## src/rtl/dmem_arbiter.sv

```systemverilog
// -----------------------------------------------------------------------------
// dmem_arbiter
//
// Shares one single-port data memory between two requesters:
//   port 0 : core load/store unit
//   port 1 : debug/DMA loader
//
// Each port offers a valid/ready request channel (mX_req / mX_ready) and
// receives a one-cycle response pulse (mX_rvalid) with load data and a
// misalignment flag. An accepted aligned request owns the memory for exactly
// one ACCESS cycle. The response follows in DONE, where the next request can
// already be accepted.
//
// Ports
//   clk, reset            clock, asynchronous active-high reset
//   mX_req/we/addr/size/wdata   request from port X (size = funct3 encoding)
//   mX_ready              request accepted on this clock edge
//   mX_rvalid/err/rdata   response pulse, misaligned flag, load data
//   mem_re/we/addr/size/wdata   memory strobes, valid only during ACCESS
//   mem_rdata             combinational, size-extended memory read data
//
// Build option
//   DMEM_ARB_RR_EN : round-robin grant between the ports. When it is
//                    undefined, port 0 has fixed priority.
// -----------------------------------------------------------------------------
module dmem_arbiter #(
  parameter int ADDR_W = 32,
  parameter int DATA_W = 32
) (
  input  logic              clk,
  input  logic              reset,
  input  logic              m0_req,
  input  logic              m0_we,
  input  logic [ADDR_W-1:0] m0_addr,
  input  logic [2:0]        m0_size,
  input  logic [DATA_W-1:0] m0_wdata,
  output logic              m0_ready,
  output logic              m0_rvalid,
  output logic              m0_err,
  output logic [DATA_W-1:0] m0_rdata,
  input  logic              m1_req,
  input  logic              m1_we,
  input  logic [ADDR_W-1:0] m1_addr,
  input  logic [2:0]        m1_size,
  input  logic [DATA_W-1:0] m1_wdata,
  output logic              m1_ready,
  output logic              m1_rvalid,
  output logic              m1_err,
  output logic [DATA_W-1:0] m1_rdata,
  output logic              mem_re,
  output logic              mem_we,
  output logic [ADDR_W-1:0] mem_addr,
  output logic [2:0]        mem_size,
  output logic [DATA_W-1:0] mem_wdata,
  input  logic [DATA_W-1:0] mem_rdata
);

  typedef enum logic [1:0] {IDLE, ACCESS, DONE} state_e;

  state_e              state_q, state_d;
  logic                owner_q;
  logic                we_q;
  logic                err_q;
  logic [ADDR_W-1:0]   addr_q;
  logic [2:0]          size_q;
  logic [DATA_W-1:0]   wdata_q;
  logic [DATA_W-1:0]   rdata0_q, rdata1_q;

  logic                sel;        // winning port when a request is present
  logic                accept;
  logic                req_we;
  logic [ADDR_W-1:0]   req_addr;
  logic [2:0]          req_size;
  logic [DATA_W-1:0]   req_wdata;
  logic                req_misaligned;

  // funct3[1:0] gives the access width: 00 byte, 01 half, 10 word.
  function automatic logic misaligned(input logic [2:0] size, input logic [1:0] a);
    logic m;
    m = 1'b0;
    case (size[1:0])
      2'b01:   m = a[0];
      2'b10:   m = (a != 2'b00);
      default: m = 1'b0;
    endcase
    return m;
  endfunction

`ifdef DMEM_ARB_RR_EN
  logic ptr_q;

  // The pointer only matters when both ports compete. A single requester
  // always wins.
  always_comb begin
    if (m0_req && m1_req) sel = ptr_q;
    else                  sel = !m0_req;
  end

  always_ff @(posedge clk or posedge reset) begin
    if (reset)       ptr_q <= 1'b0;
    else if (accept) ptr_q <= !sel;
  end
`else
  // Port 0 has fixed priority. Port 1 only wins when port 0 is silent.
  always_comb sel = !m0_req;
`endif

  // Ready is asserted only toward a port that is actually requesting, so both
  // readies are low when nothing is pending.
  assign accept   = (state_q != ACCESS) && (m0_req || m1_req);
  assign m0_ready = accept && !sel;
  assign m1_ready = accept &&  sel;

  assign req_we         = sel ? m1_we    : m0_we;
  assign req_addr       = sel ? m1_addr  : m0_addr;
  assign req_size       = sel ? m1_size  : m0_size;
  assign req_wdata      = sel ? m1_wdata : m0_wdata;
  assign req_misaligned = misaligned(req_size, req_addr[1:0]);

  always_comb begin
    state_d = state_q;
    case (state_q)
      IDLE, DONE: begin
        if (accept) state_d = req_misaligned ? DONE : ACCESS;
        else        state_d = IDLE;
      end
      ACCESS:  state_d = DONE;
      default: state_d = IDLE;
    endcase
  end

  always_ff @(posedge clk or posedge reset) begin
    if (reset) begin
      state_q  <= IDLE;
      owner_q  <= 1'b0;
      we_q     <= 1'b0;
      err_q    <= 1'b0;
      addr_q   <= '0;
      size_q   <= '0;
      wdata_q  <= '0;
      rdata0_q <= '0;
      rdata1_q <= '0;
    end else begin
      state_q <= state_d;
      if (accept) begin
        owner_q <= sel;
        we_q    <= req_we;
        err_q   <= req_misaligned;
        addr_q  <= req_addr;
        size_q  <= req_size;
        wdata_q <= req_wdata;
        // A misaligned request gets no memory cycle and returns zero data.
        if (req_misaligned) begin
          if (sel) rdata1_q <= '0;
          else     rdata0_q <= '0;
        end
      end
      // Load data is captured at the edge that ends ACCESS. The memory read
      // path is combinational, so the data is valid during that cycle.
      if (state_q == ACCESS && !we_q) begin
        if (owner_q) rdata1_q <= mem_rdata;
        else         rdata0_q <= mem_rdata;
      end
    end
  end

  // The strobes decode directly from the state register. An asynchronous
  // reset during ACCESS therefore drops mem_we before the commit edge.
  assign mem_re    = (state_q == ACCESS) && !we_q;
  assign mem_we    = (state_q == ACCESS) &&  we_q;
  assign mem_addr  = addr_q;
  assign mem_size  = size_q;
  assign mem_wdata = wdata_q;

  assign m0_rvalid = (state_q == DONE) && !owner_q;
  assign m1_rvalid = (state_q == DONE) &&  owner_q;
  assign m0_err    = m0_rvalid && err_q;
  assign m1_err    = m1_rvalid && err_q;
  assign m0_rdata  = rdata0_q;
  assign m1_rdata  = rdata1_q;

endmodule

```

## config.mk

```make
export PLATFORM = sky130hd
export DESIGN_NAME = dmem_arbiter
export DESIGN_NICKNAME = d
export VERILOG_FILES = /design/src/rtl/dmem_arbiter.sv
export SDC_FILE = /design/constraint.sdc
export NUM_CORES = 1
export LEC_CHECK = 0
export BUFFER_PORTS_ARGS = -buffer_cell sky130_fd_sc_hd__buf_2
export CORE_ASPECT_RATIO = 0.8
export CORE_MARGIN = 4
export CORE_UTILIZATION = 50
export DETAILED_ROUTE_END_ITERATION = 8
export MAX_ROUTING_LAYER = met4
export PLACE_DENSITY = 0.85
export SYNTH_ARGS = -nofsm -noshare
export SYNTH_HDL_FRONTEND = slang
export SYNTH_SLANG_ARGS = --single-unit
export TNS_END_PERCENT = 5
```

## constraint.sdc

```tcl
create_clock -name clk -period 10.13 [get_ports clk]
set_clock_uncertainty 0.2 [all_clocks]
set_input_delay 0.5065 -clock clk [delete_from_list [all_inputs] [get_ports clk]]
set_output_delay 0.5065 -clock clk [all_outputs]
set_load 0.01 [all_outputs]
```

==> run metrics <==
period utilization 31.0%; max-slew violations 0; drt via density 6.06; First DRT Iteration DRCs 484; cts repair resizes 0; maximum number of pins on one net before global-route repair 87; crit start category flop; CTS buffer count 17; Routed Antenna Nets 0; Tightest Pin Transition 1.18 ns; status finished clean; Reg clk slew, reported paths 0.06 ns; clock period minus worst slack 3.14 ns; power density cells 263 nW/um^2; Root Buffer clkbuf_16; most frequent cell after synthesis dfrtp_1; WL/cell 21.0 microns; initial core utilization 51.1%; TritonCTS clock tree yes; sequential fraction of the synthesis area 54.7%; Post-Syn Instances 494; Max VDD drop 0.153 mV; final RePlAce weighted congestion 0.885; clk sinks 136; Total GRT Usage 27.8%; Crit. End Element output pin; Setup CP Type reg -> out; worst hold slack 0.113 ns; PortBufs 310; vias in the first global route 5712; core area 12200 sq um; Die X 133 microns; Layout area overhead 35.0%; Reg area 3400 sq um; # fillers 904; drc violations 0; P_leak 0.00397 uW; post-synthesis async set-or-reset flop share 100%; initial antenna violation count 2; met3 wire len 1.78 mm; hold_buf cts 1; area leader, netlist dfrtp_1; f_max 318 MHz; Hold Crit Class in -> reg; Mapped Area 6220 sq um; drt first pass iters 5; Final HPWL DP 13.6 mm; area of the multi-input gates 2570 sq um; Die Y 108 microns; Synth area leaders dfrtp_1, mux2i_1, a221o_1; Cell variety after synth 33; share of layout cells above drive strength 1 46.6%; post-synth top area share 54.7%; YS warnings 0; fin nets 948; H-tree depth 4; Util after Layout 69.0%; total wire length 19.7 mm; GRT overflow 0; unrepaired setup endpoints after global routing false; CP max FO 76; Post-synth top cells dfrtp_1, mux2i_1, a221o_1, nor4b_1; row count 36; sum of negative setup slack 0 ns; Setup violations, final 0; syn nets 668; metal2 WL 9.60 mm; first-pass GRT wire length 30.5 mm; M1 wire length 7.79 mm; max layer used met4; vias 5707; Synth Flop Type dfrtp_1; average cell area after synthesis 12.6 sq um; Final Hold Vio Count 0; die area 14300 sq um; CP arrival 2.44 ns; Post-synth EDFFs 0; Critical Path RT 9.42 ns; Max clock buf depth 2; synthesized flop and latch total 136; slew margin rel. 21.4%; Ports 311; max_cap viols 0; clock latency on the worst-skew pair 0.42 ns; Post CTS Setup Buffer Count 0
==> through the flow <==
stage	setup WS (ns)	instance area, sq um	cells	power (uW)
floorplan	5.78	6220	494	1280
global placement	6.95	7820	906	1590
detailed placement	6.82	7820	906	1630
CTS	7.01	8390	939	2220
global route	6.87	8400	941	2320
finish	6.99	8400	941	2210
==> final timing paths <==
path | end | cells after the start | slack, ns | startpoint
setup reg to reg | mem_size[0] | 5 | 7.39 | state_q[1]
min in group asynchronous | mem_wdata[7] | 3 | 0.48 | reset
max in group asynchronous | m1_rdata[23] | 4 | 7.81 | reset
hold reg to reg | mem_wdata[10] | 1 | 0.31 | mem_wdata[10]
hold / removal | mem_addr[10] | 2 | 0.11 | m0_addr[10]
setup / recovery | m0_ready | 5 | 6.99 | state_q[1]
==> cell families after synthesis <==
family	after synthesis	share of synthesized area, %
buf+inv	64	4.85
fa+ha+maj	2	0.402
flops	136	54.7
simple gates	82	11.3
compound gates	141	17.5
mux	69	11.1
==> layout by cell type (no fill, tap or decap), drive strengths merged <==
master,instances
nor2,4
clkinvlp,4
a211oi,1
a21oi,32
dfrtp,136
dlygate4sd3,1
a31oi,32
o21ai,6
or2,1
clkinv,3
and2,3
clkbuf,19
diode,2
buf,321
ha,2
o21a,1
inv,9
a21boi,1
a31o,2
nor4b,66
mux2i,67
a221o,64
and3b,1
nor4bb,1
a21o,2
nor3,1
nor2b,3
mux2,2
nor3b,2
==> state kept, by name (all words and copies together), names as in the netlist <==
| signal | count |
|---|---|
| owner_q | 1 |
| mem_addr | 32 |
| we_q | 1 |
| mem_wdata | 32 |
| m0_rdata | 32 |
| err_q | 1 |
| mem_size | 3 |
| m1_rdata | 32 |
| state_q | 2 |
==> critical path, stage by stage (launching register included) <==
cell	delay, ns
dfrtp_1	0.53
nor2b_4	0.06
buf_4	0.35
nor2b_4	0.18
buf_4	0.55
buf_2	0.25
==> area by class of cell <==
class	count	share of cell area, %
tap	152	2.27
clock buffer	19	5.39
timing repair buffer	322	19.6
multi-input combinational	294	30.6
clock inverter	13	1.33
sequential	136	40.5
inverter	3	0.194
antenna	2	0.0596
==> metal layers <==
layer	up-vias	global-route usage, %
met5	-	-
li1	2528	-
met1	2797	33.7
met3	44	9.07
met2	338	43.4
met4	0	11.4
==> where the power goes <==
part           total, uW  internal [uW]  switching, uW
Combinational        754            332            421
Clock                586            332            254
Sequential           870            740            129
Total               2210           1400            804
(Power assumes the default switching activity.)
